`config.mk`:
```
export PLATFORM = sky130hd
export DESIGN_NAME = inst_fetch_ctrl
export DESIGN_NICKNAME = d
export VERILOG_FILES = /design/src/rtl/inst_fetch_ctrl_pkg.sv /design/src/rtl/inst_fetch_ctrl_fetch_align.sv /design/src/rtl/inst_fetch_ctrl.sv
export SDC_FILE = /design/constraint.sdc
export NUM_CORES = 1
export LEC_CHECK = 0
export CAP_MARGIN = 20
export CORE_MARGIN = 3
export CORE_UTILIZATION = 45
export DETAILED_ROUTE_END_ITERATION = 6
export DONT_BUFFER_PORTS = 1
export SETUP_SLACK_MARGIN = 0.02
export SYNTH_ARGS = -nofsm -noshare
export SYNTH_HDL_FRONTEND = slang
export SYNTH_HIERARCHICAL = 1
export SYNTH_SLANG_ARGS = --single-unit
```
`constraint.sdc`:
```
create_clock -name clk -period 2 [get_ports clk]
set_input_delay 0.4 -clock clk [delete_from_list [all_inputs] [get_ports clk]]
set_output_delay 0.4 -clock clk [all_outputs]
set_load 0.05 [all_outputs]
```
`src/rtl/inst_fetch_ctrl_pkg.sv`:
```
// Shared definitions for the instruction fetch sequencer.
//   fetch_state_t : realignment state (ALIGN / HALF / UNALIGNED)
//   OPC_32BIT     : low two bits that mark a 32-bit (non-compressed) instruction
//   is_compressed : true when a halfword starts a 16-bit instruction
package inst_fetch_ctrl_pkg;

    typedef enum logic [1:0] {
        ALIGN     = 2'd0,  // next instruction starts at mem_data[15:0]
        HALF      = 2'd1,  // next instruction starts in the hold register
        UNALIGNED = 2'd2   // target is the upper half of word wptr; prime hold first
    } fetch_state_t;

    localparam logic [1:0] OPC_32BIT = 2'b11;

    function automatic logic is_compressed(input logic [15:0] hw);
        return hw[1:0] != OPC_32BIT;
    endfunction

endpackage

```
`src/rtl/inst_fetch_ctrl_fetch_align.sv`:
```
// Combinational realignment step. From the current state, the buffered upper
// halfword and the word read from memory, it builds the next instruction and
// reports how fetch should move on.
//   state        : current realignment state
//   hold         : buffered upper halfword of the previous word
//   mem_data     : word at the current memory address
//   inst         : candidate instruction (16-bit ones zero-extended)
//   is_c         : candidate is a 16-bit instruction
//   consume_word : the memory word is used up and the word pointer moves on
//   pc_inc       : byte increment of pc (2 or 4; 0 when nothing is emitted)
//   next_state   : state after this step
//   emit         : a candidate instruction is available
module fetch_align
    import inst_fetch_ctrl_pkg::*;
(
    input  fetch_state_t state,
    input  logic [15:0]  hold,
    input  logic [31:0]  mem_data,
    output logic [31:0]  inst,
    output logic         is_c,
    output logic         consume_word,
    output logic [2:0]   pc_inc,
    output fetch_state_t next_state,
    output logic         emit
);

    always_comb begin
        inst         = '0;
        is_c         = 1'b0;
        consume_word = 1'b0;
        pc_inc       = 3'd0;
        next_state   = ALIGN;
        emit         = 1'b0;
        unique case (state)
            ALIGN: begin
                emit         = 1'b1;
                consume_word = 1'b1;
                if (is_compressed(mem_data[15:0])) begin
                    // The upper half of this word becomes the next start point.
                    inst       = {16'h0, mem_data[15:0]};
                    is_c       = 1'b1;
                    pc_inc     = 3'd2;
                    next_state = HALF;
                end else begin
                    inst       = mem_data;
                    pc_inc     = 3'd4;
                    next_state = ALIGN;
                end
            end
            HALF: begin
                emit = 1'b1;
                if (is_compressed(hold)) begin
                    // Served entirely from hold; the current word is still unused.
                    inst       = {16'h0, hold};
                    is_c       = 1'b1;
                    pc_inc     = 3'd2;
                    next_state = ALIGN;
                end else begin
                    // Straddling instruction: low half in hold, high half in the new word.
                    inst         = {mem_data[15:0], hold};
                    consume_word = 1'b1;
                    pc_inc       = 3'd4;
                    next_state   = HALF;
                end
            end
            UNALIGNED: begin
                consume_word = 1'b1;
                next_state   = HALF;
            end
            default: begin
                next_state = ALIGN;
            end
        endcase
    end

endmodule

```
`src/rtl/inst_fetch_ctrl.sv`:
```
// Instruction fetch sequencer: drives the word address of a combinational-read
// instruction memory and realigns the returned words into 16/32-bit RV32IC
// instructions presented through a registered output slot.
//   clk, rst        : clock, synchronous active-high reset
//   fetch_en        : allow fetch to progress
//   redirect_valid  : flush and restart at redirect_pc (bit 0 ignored)
//   mem_addr        : registered word address, mem_data returned the same cycle
//   inst_valid/ready: output slot handshake
//   inst_data/pc/is_c : slot contents
//
// Handshake: the slot transfers on a cycle where inst_valid && inst_ready.
// While inst_valid && !inst_ready, the slot and all fetch state stay frozen.
// A new instruction loads only when fetch_en && (!inst_valid || inst_ready);
// a redirect empties the slot (a same-cycle ready still counts as a transfer).
module inst_fetch_ctrl
    import inst_fetch_ctrl_pkg::*;
#(
    parameter int                ADDR_W   = 6,
    parameter logic [ADDR_W+1:0] RESET_PC = '0
) (
    input  logic              clk,
    input  logic              rst,
    input  logic              fetch_en,
    input  logic              redirect_valid,
    input  logic [ADDR_W+1:0] redirect_pc,
    output logic [ADDR_W-1:0] mem_addr,
    input  logic [31:0]       mem_data,
    output logic              inst_valid,
    input  logic              inst_ready,
    output logic [31:0]       inst_data,
    output logic [ADDR_W+1:0] inst_pc,
    output logic              inst_is_c
);

    localparam int                PC_W        = ADDR_W + 2;
    localparam logic [PC_W-1:0]   RESET_PC_H  = RESET_PC & ~PC_W'(1);
    localparam fetch_state_t      RESET_STATE = RESET_PC[1] ? UNALIGNED : ALIGN;

    fetch_state_t      state;
    fetch_state_t      state_next;
    logic [PC_W-1:0]   pc;
    logic [ADDR_W-1:0] wptr;
    logic [15:0]       hold;

    logic [31:0]  cand_data;
    logic         cand_is_c;
    logic         consume_word;
    logic [2:0]   pc_inc;
    fetch_state_t align_next;
    logic         emit;

    logic advance;
    logic step;
    logic load;

    fetch_align u_align (
        .state        (state),
        .hold         (hold),
        .mem_data     (mem_data),
        .inst         (cand_data),
        .is_c         (cand_is_c),
        .consume_word (consume_word),
        .pc_inc       (pc_inc),
        .next_state   (align_next),
        .emit         (emit)
    );

    assign advance = fetch_en && (!inst_valid || inst_ready);
    // The UNALIGNED priming step emits nothing, so it never waits on the slot.
    assign step    = (state == UNALIGNED) ? fetch_en : advance;
    assign load    = step && emit;

    assign mem_addr = wptr;

    // State register
    always_ff @(posedge clk) begin
        if (rst) state <= RESET_STATE;
        else     state <= state_next;
    end

    // Next-state logic; redirect outranks the realignment step
    always_comb begin
        state_next = state;
        if (redirect_valid)
            state_next = redirect_pc[1] ? UNALIGNED : ALIGN;
        else if (step)
            state_next = align_next;
    end

    // Fetch pointers, hold buffer and output slot
    always_ff @(posedge clk) begin
        if (rst) begin
            pc         <= RESET_PC_H;
            wptr       <= RESET_PC[ADDR_W+1:2];
            hold       <= '0;
            inst_valid <= 1'b0;
            inst_data  <= '0;
            inst_pc    <= '0;
            inst_is_c  <= 1'b0;
        end else if (redirect_valid) begin
            pc         <= redirect_pc & ~PC_W'(1);
            wptr       <= redirect_pc[ADDR_W+1:2];
            hold       <= '0;
            inst_valid <= 1'b0;
        end else begin
            if (step) begin
                pc <= pc + PC_W'(pc_inc);
                if (consume_word) begin
                    wptr <= wptr + 1'b1;
                    if (align_next == HALF)
                        hold <= mem_data[31:16];
                end
            end
            if (load) begin
                inst_valid <= 1'b1;
                inst_data  <= cand_data;
                inst_pc    <= pc;
                inst_is_c  <= cand_is_c;
            end else if (inst_ready) begin
                inst_valid <= 1'b0;
            end
        end
    end

endmodule

```
=== Yosys cells after proc, flatten, opt, wreduce, memory -nomap -nowiden ===
Cells that the tools add are included.

* Output and inout bits: 48
* Flip-flop bits (word level): 74
* Bits of input ports: 45
* Logic and storage cells: 57

* Reductions and logical operators: 14
* Eq/ne operators: 5
* Multiplexer cells: 26
* Bitwise operators: 1
* Add/sub/neg operators: 2

{| class="wikitable"
|+ Operator list
! cell !! number
|-
| 2-to-1 mux 32 bit || 2
|-
| one-hot mux 32 bit (2 select lines) || 1
|-
| 2-to-1 mux 6 bit || 3
|-
| 2-to-1 mux 8 bit || 2
|-
| 2-to-1 mux 1 bit || 9
|-
| adder 8 x 3 -> 8 bit || 1
|-
| adder 6 x 1 -> 6 bit (second input constant) || 1
|-
| 2-to-1 mux 2 bit || 3
|-
| 2-to-1 mux 3 bit || 2
|-
| one-hot mux 2 bit (3 select lines) || 1
|-
| one-hot mux 3 bit (2 select lines) || 1
|-
| nonzero test 2 bit || 3
|-
| OR reduction 2 bit || 3
|-
| equality test 2 x 1 -> 1 bit (second input constant) || 2
|-
| inequality test 2 bit (second input constant) || 2
|-
| one-hot mux 1 bit (2 select lines) || 2
|-
| AND reduction 2 bit || 2
|-
| AND reduction 3 bit || 1
|-
| equality test 2 bit (second input constant) || 1
|-
| logical AND 1 bit || 2
|-
| logical NOT 2 bit || 1
|-
| logical NOT 1 bit || 1
|-
| logical OR 1 bit || 1
|-
| inverter 1 bit || 1
|}

=== Longest topological paths before layout ===
Gate-level depths: netlist of the first run.

* Word-level depth: 6
* Depth in mapped cells: 9
* Mapped depth without buffers: 7

=== By module ===
The synthesis of the first run kept the hierarchy.

{| class="wikitable"
|+ Modules (own cells, without submodules)
! module !! sequential area each (um2) !! area each (um2) !! cells an instance !! times used
|-
| inst_fetch_ctrl || 1,481.4 || 2,989.1 || 336 || 1
|-
| fetch_align || 0.0 || 544.3 || 69 || 1
|}

=== Worst setup path after synthesis of the first run ===
Ideal clock, no wire load.

* Kind: reg2reg
* Start point: reg state[0]
* End point: reg pc[6]
* Library setup time: 120 ps
* Cell stages (with the launch flop): 9
* Data arrival time: 2,052 ps
* Setup slack: -172 ps
* Required time: 1,880 ps
* Period minus slack after synthesis: 2,172 ps
* Buffers on the path: 3
* Cells stage by stage: dfxtp_1 > buf_4 > buf_4 > a311oi_1 > buf_4 > fa_1 > a21oi_1 > nor3_1 > o31a_1

* Longest elaborated chain between the ends: 5
* Elaborated cells on any way between the ends: 9
* Those cells by class: add/sub: 1; eq/ne: 2; mux: 4; reduce/logical: 2

{| class="wikitable"
|+ RTL lines
! element !! RTL line !! RTL
|-
| start, declared || inst_fetch_ctrl.sv:39 || <nowiki>fetch_state_t state;</nowiki>
|-
| start signal, assigned || inst_fetch_ctrl.sv:78 || <nowiki>else state <= state_next;</nowiki>
|-
| equality test 2 x 1 -> 1 bit or logical NOT 2 bit (tied branches) || inst_fetch_ctrl_fetch_align.sv:34 || <nowiki>unique case (state)</nowiki>
|-
| one-hot mux 3 bit (2 select lines) (*) || inst_fetch_ctrl_fetch_align.sv:34 ||
|-
| named net pc_inc[1] || inst_fetch_ctrl.sv:48 || <nowiki>logic [2:0] pc_inc;</nowiki>
|-
| adder 8 x 3 -> 8 bit (*) || inst_fetch_ctrl.sv:107 || <nowiki>pc <= pc + PC_W'(pc_inc);</nowiki>
|-
| 2-to-1 mux 8 bit (*) || inst_fetch_ctrl.sv:106 || <nowiki>if (step) begin</nowiki>
|-
| 2-to-1 mux 8 bit (*) || inst_fetch_ctrl.sv:100 || <nowiki>end else if (redirect_valid) begin</nowiki>
|-
| end signal, assigned || inst_fetch_ctrl.sv:101 || <nowiki>pc <= redirect_pc & ~PC_W'(1);</nowiki>
|-
| end signal, assigned || inst_fetch_ctrl.sv:107 ||
|-
| end, declared || inst_fetch_ctrl.sv:41 || <nowiki>logic [PC_W-1:0] pc;</nowiki>
|}

The timed path passes the listed nets; every way through them passes the cells marked *. The select of a mux whose other input is x is not followed.
A chain may end at the register's enable or synchronous reset.

=== Worst setup path after layout of the first run ===
* Start point: reg state[0]
* End point: reg pc[4]

The elaborated chain is that of the path after synthesis.

==> run_summary.xml, run 1 <==
<?xml version="1.0" encoding="UTF-8"?>
<metrics>
  <group name="floorplan">
    <metric name="die_area" unit="um^2">8950</metric>
    <metric name="core_region_area" unit="um^2">7450</metric>
    <metric name="die_width" unit="um">94.6</metric>
    <metric name="initial_standard_cell_utilization_of_the_core" unit="">0.474</metric>
    <metric name="ioPinCount" unit="">93</metric>
    <metric name="fp.dieH" unit="um">94.6</metric>
    <metric name="rows" unit="">31</metric>
  </group>
  <group name="synth">
    <metric name="asyncSetResetFlopFracSynth" unit="">0</metric>
    <metric name="synthXorXnorAreaFrac" unit="">0.00744</metric>
    <metric name="postSynthRegisterBits" unit="">74</metric>
    <metric name="yosys.area_share.adder" unit="">0.0198</metric>
    <metric name="synth_warnings" unit="">6</metric>
    <metric name="syn_avg_cell_area" unit="um^2">8.72</metric>
    <metric name="yosys.area_share.simple" unit="">0.176</metric>
    <metric name="mux_share_of_post_synthesis_cell_area" unit="">0.105</metric>
    <metric name="syn_area" unit="um^2">3530</metric>
    <metric name="gate_count_of_the_mapped_netlist" unit="">405</metric>
    <metric name="synth_top_cells_by_area" unit="">dfxtp_1 (42%), mux2i_1 (10%), nand2_1 (9.2%)</metric>
    <metric name="synth_largest_type_area_fraction" unit="">0.419</metric>
    <metric name="synth_compound_area_frac" unit="">0.199</metric>
    <metric name="synth_edf_count" unit="">0</metric>
    <metric name="synthDominantAreaCellType" unit="">dfxtp_1</metric>
    <metric name="synth-seq-area-share" unit="">0.419</metric>
    <metric name="distinct_cell_type_count_after_synthesis" unit="">47</metric>
    <metric name="synthFlopType" unit="">dfxtp_1</metric>
    <metric name="combinational_family_with_the_most_area_after_synthesis" unit="">compound AO/OA/AOI/OAI gates</metric>
  </group>
  <group name="clock_network">
    <metric name="cts_tree" unit="">yes</metric>
    <metric name="clk-insertion-delay-late" unit="ns">0.35</metric>
    <metric name="clock_sinks" unit="">74</metric>
    <metric name="clockRootBuffer" unit="">clkbuf_8</metric>
    <metric name="tritoncts_buffers" unit="">9</metric>
    <metric name="ctsHtreeMaxLevel" unit="">3</metric>
    <metric name="clkTransAtPathRegs" unit="ns">0.08</metric>
    <metric name="cts-root-to-sink-buffers" unit="">2</metric>
    <metric name="postCtsHoldBufs" unit="">0</metric>
  </group>
  <group name="detailed_routing">
    <metric name="drc" unit="">0</metric>
    <metric name="vias_per_cell" unit="">5.55</metric>
    <metric name="routed_wl" unit="mm">8.63</metric>
    <metric name="drt_iter0_markers" unit="">92</metric>
    <metric name="first_pass_iters" unit="">4</metric>
    <metric name="routed_wire_length_per_instance" unit="um">16.9</metric>
    <metric name="route.vias.total" unit="">2834</metric>
    <metric name="ant_nets" unit="">0</metric>
  </group>
  <group name="global_route">
    <metric name="grt_use_total" unit="">0.199</metric>
    <metric name="antenna_found_initial" unit="">0</metric>
    <metric name="globalRouteMet2Util" unit="">0.298</metric>
    <metric name="number_of_global_route_vias_before_repair" unit="">2670</metric>
    <metric name="grt_overflow" unit="">0</metric>
    <metric name="grt_pass1_wl" unit="mm">13.7</metric>
    <metric name="use_met1" unit="">0.263</metric>
    <metric name="met3_usage" unit="">0.0645</metric>
    <metric name="busiest_layer" unit="">met2</metric>
    <metric name="grt_max_degree" unit="">51</metric>
  </group>
  <group name="status">
    <metric name="outcome" unit="">finished, final reports clean</metric>
  </group>
  <group name="final_layout">
    <metric name="antenna_cells_inserted" unit="">0</metric>
    <metric name="area_growth" unit="%">10.2</metric>
    <metric name="fill_cells" unit="">728</metric>
    <metric name="final_nets" unit="">457</metric>
    <metric name="multi_input_area" unit="um^2">1860</metric>
    <metric name="layout.cell_area.non_filler" unit="um^2">3890</metric>
    <metric name="seq_area" unit="um^2">1490</metric>
    <metric name="drive_gt1_frac" unit="">0.170</metric>
  </group>
  <group name="timing">
    <metric name="max_slew_margin" unit="">0.638</metric>
    <metric name="tmin_final" unit="ns">1.89</metric>
    <metric name="fin_ws" unit="ns">0.112</metric>
    <metric name="setup_viol" unit="">0</metric>
    <metric name="hold_violation_count_in_the_final_report" unit="">0</metric>
    <metric name="pins_over_their_slew_limit" unit="">0</metric>
    <metric name="timing.clock.skew" unit="ns">0.0114</metric>
    <metric name="highest_attainable_clock_frequency" unit="GHz">0.530</metric>
    <metric name="timing.final.crit_share" unit="">0.944</metric>
    <metric name="grt_setup_unrepaired" unit="">true</metric>
    <metric name="least_margin_pin_slew" unit="ns">0.542</metric>
  </group>
  <group name="pwr">
    <metric name="powerDensity" unit="nW/um^2">825</metric>
    <metric name="p_int" unit="mW">2.28</metric>
    <metric name="switching_share" unit="">0.289</metric>
    <metric name="seqPwrFrac" unit="">0.515</metric>
    <metric name="power.ir.vdd_worst" unit="mV">0.364</metric>
    <metric name="p_switching" unit="mW">0.929</metric>
    <metric name="clkPwrFrac" unit="">0.354</metric>
    <metric name="comb_power_frac" unit="">0.130</metric>
    <metric name="p_leak" unit="nW">1.51</metric>
  </group>
  <group name="placement">
    <metric name="final_estimated_routing_congestion_in_global_placement" unit="">0.770</metric>
    <metric name="dpl_cell_area" unit="um^2">3660</metric>
    <metric name="place.detailed.hpwl" unit="mm">6.05</metric>
    <metric name="io_buffers" unit="">0</metric>
    <metric name="post-place-ws" unit="ns">-0.0312</metric>
  </group>
  <group name="setup_path">
    <metric name="worst_setup_path_start_kind" unit="">register</metric>
    <metric name="cp.arrival" unit="ns">2.12</metric>
    <metric name="setup.worst_path.class" unit="">reg2reg</metric>
    <metric name="crit_path_max_fanout" unit="">4</metric>
    <metric name="worstSetupEndpointType" unit="">register</metric>
    <metric name="worst_path_required" unit="ns">2.23</metric>
  </group>
  <group name="job">
    <metric name="max_cap_violations" unit="">0</metric>
  </group>
  <group name="worst_hold_path">
    <metric name="holdCritPathClass" unit="">in2reg</metric>
  </group>
</metrics>
[layout make-up]
cell class,instances,share of cell area
Clock buffer,9,0.0318
Clock inverter,7,0.0174
Inverter,8,0.00771
Multi-Input combinational cell,291,0.478
Sequential cell,74,0.382
Tap cell,99,0.0318
Timing Repair Buffer,23,0.0517
[critical path, stage by stage, from the launching register on]
cell and delay [ns]:
dfxtp_4 0.37, buf_4 0.15, and4b_1 0.18, or2_4 0.24
ha_4 0.30, a21oi_2 0.08, o31a_1 0.24, o31a_1 0.23
[per-stage QoR]
stage | TNS (ns) | hold WS [ns] | cells | total power, mW | util
after global routing | 0 | 0.0944 | 511 | 3.36 | 0.523
after CTS | 0 | 0.0945 | 509 | 3.24 | 0.519
after floorplan | 0 | 0.445 | 406 | 2.03 | -
after detailed placement | -0.0904 | 0.472 | 493 | 2.10 | 0.492
after global placement | -0.0248 | 0.458 | 493 | 2.09 | 0.492
final | 0 | 0.113 | 511 | 3.21 | 0.523
[what timing repair did]
item,in CTS,in global routing
setup endpoints to repair,20,12
pin swaps,0,5
buffers inserted,0,2
resized for setup,4,3
[routing by layer]
metal,wire [um],part of all wire,vias up
met1,3880,0.45,1319
met4,141,0.016,0
li1,-,-,1409
met3,815,0.094,10
met5,0,0,-
met2,3800,0.44,96
[path summary, 6_finish.rpt]
kind                         startpoint                        end  slack (ns)  depth (start not counted)
setup / recovery  state[0]$_SDFFE_PP0P_         pc[4]$_SDFFE_PP0P_        0.11                          7
hold / removal                      rst  inst_data[0]$_SDFFE_PP0P_        0.11                          1
setup reg to reg  state[0]$_SDFFE_PP0P_         pc[4]$_SDFFE_PP0P_        0.11                          7
hold reg to reg      pc[0]$_SDFFE_PP0P_    inst_pc[0]$_SDFFE_PP0P_        0.49                          2
[cells in the mapped netlist (2+ instances only)]
| cell | number |
|---|---|
| a21oi_1 | 52 |
| a22o_1 | 3 |
| a22o_2 | 13 |
| buf_12 | 2 |
| buf_2 | 10 |
| buf_4 | 7 |
| buf_6 | 4 |
| clkbuf_1 | 9 |
| dfxtp_1 | 74 |
| ha_1 | 4 |
| inv_1 | 7 |
| mux2i_1 | 37 |
| nand2_1 | 87 |
| nand3_1 | 4 |
| nor2_1 | 36 |
| nor2b_1 | 2 |
| nor3_1 | 4 |
| nor4_1 | 4 |
| o21a_1 | 4 |
| o31a_1 | 12 |
| or2_2 | 2 |
| xor2_1 | 3 |
[flip-flops by register name, indices dropped and copies added, names as in the netlist]
name / count
inst_is_c: 1
pc: 8
hold: 16
mem_addr: 6
inst_pc: 8
inst_valid: 1
state: 2
inst_data: 32
[placed cells by master, fill, tap and decap left out, drive strengths merged, types with 2 or more instances in the layout]
| cell type | synthesis | routed |
|---|---|---|
| nor4 | 4 | 4 |
| nor2b | 2 | 2 |
| mux2i | 37 | 37 |
| clkbuf | 9 | 9 |
| clkinv | 0 | 5 |
| o211ai | 2 | 2 |
| o21a | 4 | 4 |
| o2111ai | 3 | 3 |
| buf | 24 | 23 |
| or2 | 2 | 2 |
| xor2 | 3 | 3 |
| ha | 4 | 4 |
| nand3 | 4 | 4 |
| conb | 1 | 2 |
| nand2 | 87 | 87 |
| dfxtp | 74 | 74 |
| o31a | 12 | 12 |
| inv | 8 | 9 |
| nor2 | 36 | 36 |
| nor3 | 4 | 4 |
| a22o | 16 | 16 |
| a21oi | 52 | 52 |
[logic make-up after synthesis]
kind of cell             count (synthesis)
multiplexers                            37
buffers and inverters                   41
AND/OR/NAND/NOR                        146
adder cells (fa/ha/maj)                  5
flip-flops                              74
AO/OA/AOI/OAI                           98
XOR/XNOR                                 3
other                                    1
[power groups by stage]
| stage | clock (mW) | combinational (mW) | sequential (mW) |
|---|---|---|---|
| 3_3_place_gp | 0 | 0.398 | 1.69 |
| 5_1_grt | 1.23 | 0.461 | 1.66 |
| 4_1_cts | 1.17 | 0.409 | 1.66 |
| 3_5_place_dp | 0 | 0.407 | 1.69 |
| 2_1_floorplan | 0 | 0.316 | 1.71 |
| 6_report | 1.14 | 0.419 | 1.66 |
No activity file was read; power rests on OpenSTA's default activity.
==> run 2: changes to the inputs <==
ABC_AREA = 1   (was default)
==> run 2 against run 1 <==
First-iteration DRC count up 36%. Sequential share of layout area fell by 2.2 points. Clock-buffer cell count rose by 1. Core utilization is 2.5 points lower. Clock skew shrank 0.0037 ns. Non-clock buffer count shrank 7. Combinational power increased by 5.0%. Area after synthesis increased by 10%. Critical path type unchanged. Largest power group unchanged.
==> run_summary.xml, run 2 <==
<?xml version="1.0" encoding="UTF-8"?>
<metrics>
  <group name="global_route">
    <metric name="grt_use_total" unit="">0.208</metric>
    <metric name="number_of_global_route_vias_before_repair" unit="">3299</metric>
    <metric name="antenna_found_initial" unit="">0</metric>
    <metric name="grt_pass1_wl" unit="mm">16.4</metric>
    <metric name="grt_overflow" unit="">0</metric>
    <metric name="grt_max_degree" unit="">55</metric>
  </group>
  <group name="synth">
    <metric name="postSynthRegisterBits" unit="">74</metric>
    <metric name="synthFlopType" unit="">dfxtp_1</metric>
    <metric name="syn_avg_cell_area" unit="um^2">6.65</metric>
    <metric name="distinct_cell_type_count_after_synthesis" unit="">28</metric>
    <metric name="synth_largest_type_area_fraction" unit="">0.381</metric>
    <metric name="synth_edf_count" unit="">0</metric>
    <metric name="gate_count_of_the_mapped_netlist" unit="">584</metric>
    <metric name="most_numerous_cell_types_in_the_synthesized_netlist" unit="">nand2_1 (204), nand3_1 (86), dfxtp_1 (74), a21oi_1 (69), inv_1 (38)</metric>
    <metric name="asyncSetResetFlopFracSynth" unit="">0</metric>
    <metric name="synthDominantAreaCellType" unit="">dfxtp_1</metric>
    <metric name="synth_warnings" unit="">6</metric>
    <metric name="synthMostInstantiatedCell" unit="">nand2_1</metric>
    <metric name="syn_area" unit="um^2">3880</metric>
    <metric name="synth_top_cells_by_area" unit="">dfxtp_1 (38%), nand2_1 (20%), nand3_1 (11%)</metric>
    <metric name="synth-seq-area-share" unit="">0.381</metric>
  </group>
  <group name="timing">
    <metric name="tmin_final" unit="ns">1.75</metric>
    <metric name="fin_ws" unit="ns">0.247</metric>
    <metric name="max_slew_margin" unit="">0.601</metric>
    <metric name="timing.clock.skew" unit="ns">0.00766</metric>
    <metric name="setup_total_negative_slack" unit="ns">0</metric>
    <metric name="timing.final.crit_share" unit="">0.876</metric>
    <metric name="pins_over_their_slew_limit" unit="">0</metric>
    <metric name="grt_setup_unrepaired" unit="">false</metric>
    <metric name="setup_viol" unit="">0</metric>
    <metric name="least_margin_pin_slew" unit="ns">0.598</metric>
    <metric name="highest_attainable_clock_frequency" unit="GHz">0.571</metric>
    <metric name="hold_violation_count_in_the_final_report" unit="">0</metric>
  </group>
  <group name="pwr">
    <metric name="p_leak" unit="nW">1.75</metric>
    <metric name="power.ir.vdd_worst" unit="mV">0.312</metric>
    <metric name="powerDensity" unit="nW/um^2">769</metric>
  </group>
  <group name="clock_network">
    <metric name="cts_tree" unit="">yes</metric>
    <metric name="post_cts.repair.setup_buffers" unit="">0</metric>
    <metric name="clkTransAtPathRegs" unit="ns">0.08</metric>
    <metric name="clk-insertion-delay-late" unit="ns">0.35</metric>
    <metric name="tritoncts_buffers" unit="">9</metric>
    <metric name="ctsHtreeMaxLevel" unit="">3</metric>
    <metric name="clockRootBuffer" unit="">clkbuf_8</metric>
    <metric name="clock_sinks" unit="">74</metric>
    <metric name="cts-root-to-sink-buffers" unit="">2</metric>
  </group>
  <group name="detailed_routing">
    <metric name="routed_wire_length_per_instance" unit="um">14.6</metric>
    <metric name="vias_per_cell" unit="">5.19</metric>
    <metric name="routed_wl" unit="mm">10.0</metric>
    <metric name="ant_nets" unit="">0</metric>
    <metric name="drc" unit="">0</metric>
    <metric name="first_pass_iters" unit="">7</metric>
    <metric name="route.vias.total" unit="">3557</metric>
    <metric name="drt_iter0_markers" unit="">125</metric>
  </group>
  <group name="setup_path">
    <metric name="cp.arrival" unit="ns">2.00</metric>
    <metric name="cells_along_the_critical_path" unit="">nor2_4 &gt; nand2_1 &gt; nand2_1 &gt; fa_1 &gt; nand2_1 &gt; nand2_1 &gt; nand2_1 &gt; nand2_1 &gt; nand2_1 &gt; nor2_1 &gt; nor2_1 &gt; nor2_1</metric>
    <metric name="slowest_stage" unit="">fa_1</metric>
    <metric name="cpLargestDelayFamily" unit="">simple AND/OR/NAND/NOR gates</metric>
    <metric name="setup.worst_path.class" unit="">reg2reg</metric>
    <metric name="crit_path_max_fanout" unit="">6</metric>
    <metric name="critical_path.n_buffers_inverters" unit="">0</metric>
    <metric name="worst_path_required" unit="ns">2.25</metric>
    <metric name="worst_setup_path_start_kind" unit="">register</metric>
    <metric name="critPathMaxStageDelay" unit="ns">0.44</metric>
    <metric name="worstSetupEndpointType" unit="">register</metric>
    <metric name="path_common_cell" unit="">nand2_1</metric>
  </group>
  <group name="placement">
    <metric name="post-place-ws" unit="ns">0.129</metric>
    <metric name="io_buffers" unit="">0</metric>
    <metric name="place.detailed.hpwl" unit="mm">7.28</metric>
    <metric name="final_estimated_routing_congestion_in_global_placement" unit="">0.863</metric>
  </group>
  <group name="floorplan">
    <metric name="die_width" unit="um">98.9</metric>
    <metric name="fp.dieH" unit="um">98.9</metric>
    <metric name="initial_standard_cell_utilization_of_the_core" unit="">0.468</metric>
    <metric name="die_area" unit="um^2">9780</metric>
    <metric name="ioPinCount" unit="">93</metric>
    <metric name="rows" unit="">33</metric>
    <metric name="core_region_area" unit="um^2">8300</metric>
  </group>
  <group name="final_layout">
    <metric name="drive_gt1_frac" unit="">0.100</metric>
    <metric name="largest-register" unit="">inst_data</metric>
    <metric name="area_growth" unit="%">6.25</metric>
    <metric name="antenna_cells_inserted" unit="">0</metric>
    <metric name="mostFrequentLayoutCell" unit="">nand2_1</metric>
    <metric name="final_nets" unit="">625</metric>
    <metric name="fin_util" unit="">0.497</metric>
    <metric name="largest_register_ffs" unit="">32</metric>
    <metric name="layout.cells.most_common_list" unit="">nand2_1 (204), nand3_1 (86), dfxtp_1 (72)</metric>
    <metric name="reg.largest.list" unit="">inst_data x32, hold x16</metric>
  </group>
  <group name="worst_hold_path">
    <metric name="holdCritPathClass" unit="">in2reg</metric>
  </group>
  <group name="job">
    <metric name="max_cap_violations" unit="">0</metric>
  </group>
  <group name="status">
    <metric name="outcome" unit="">finished, final reports clean</metric>
  </group>
</metrics>
run 2: what timing repair did:
action | 4_1_cts | 5_1_grt
endpoints found under the setup margin | 0 | 20
resized for setup | 0 | 4
hold buffers | 0 | 0
run 2: cells by family (layout without fill, tap and decap cells):
| kind of cell | after synthesis | count (layout) | synth area share |
|---|---|---|---|
| AND/OR/NAND/NOR | 345 | 345 | 0.396 |
| buffers and inverters | 80 | 75 | 0.0995 |
| AO/OA/AOI/OAI | 78 | 78 | 0.102 |
| flip-flops | 74 | 74 | 0.381 |
| adder cells (fa/ha/maj) | 5 | 5 | 0.0180 |
| other | 1 | 2 | 0.000965 |
| XOR/XNOR | 1 | 1 | 0.00225 |
run 2: metal layers:
metal / part of all wire / global-route usage
met1: 0.41 / 0.248
met4: 0.026 / 0.0903
met3: 0.070 / 0.0510
met2: 0.50 / 0.356
met5: 0 / 0
run 2: per-stage QoR:
stage	power, mW	cells	area (um^2)	hold WS (ns)
floorplan	2.07	585	3890	0.439
global placement	2.13	669	3940	0.451
detailed placement	2.14	669	3940	0.453
CTS	3.21	685	4120	0.0891
global route	3.35	685	4130	0.0796
finish	3.17	685	4130	0.110
run 2: path summary, 6_finish.rpt:
| path | from | end | slack (ns) | cells after the start |
|---|---|---|---|---|
| worst max-delay path | state[1]$_SDFFE_PP0P_ | pc[4]$_SDFFE_PP0P_ | 0.25 | 12 |
| worst min-delay path | rst | inst_data[2]$_SDFFE_PP0P_ | 0.11 | 1 |
| worst max register to register | state[1]$_SDFFE_PP0P_ | pc[4]$_SDFFE_PP0P_ | 0.25 | 12 |
| worst min register to register | hold[6]$_SDFFE_PP0P_ | hold[6]$_SDFFE_PP0P_ | 0.46 | 2 |
run 2: power breakdown:
part           internal (mW)  switching [mW]
Clock                  0.484           0.588
Combinational          0.142           0.298
Sequential              1.53           0.136
run 2: area by class of cell:
class / count / area (um^2)
Multi-Input combinational cell: 431 / 2030
Timing Repair Buffer: 16 / 145
Fill cell: 884 / 4170
Sequential cell: 74 / 1480
Clock inverter: 6 / 41.3
Inverter: 43 / 163
Clock buffer: 10 / 138
Tap cell: 105 / 131
==> run 3: changes to the inputs <==
CTS_BUF_LIST = sky130_fd_sc_hd__clkbuf_8 sky130_fd_sc_hd__clkbuf_16   (was default)
SLEW_MARGIN = 20   (was default)
==> results of run 3 <==
Same layout as run 2: the final DEF is identical, and so are final timing and power.
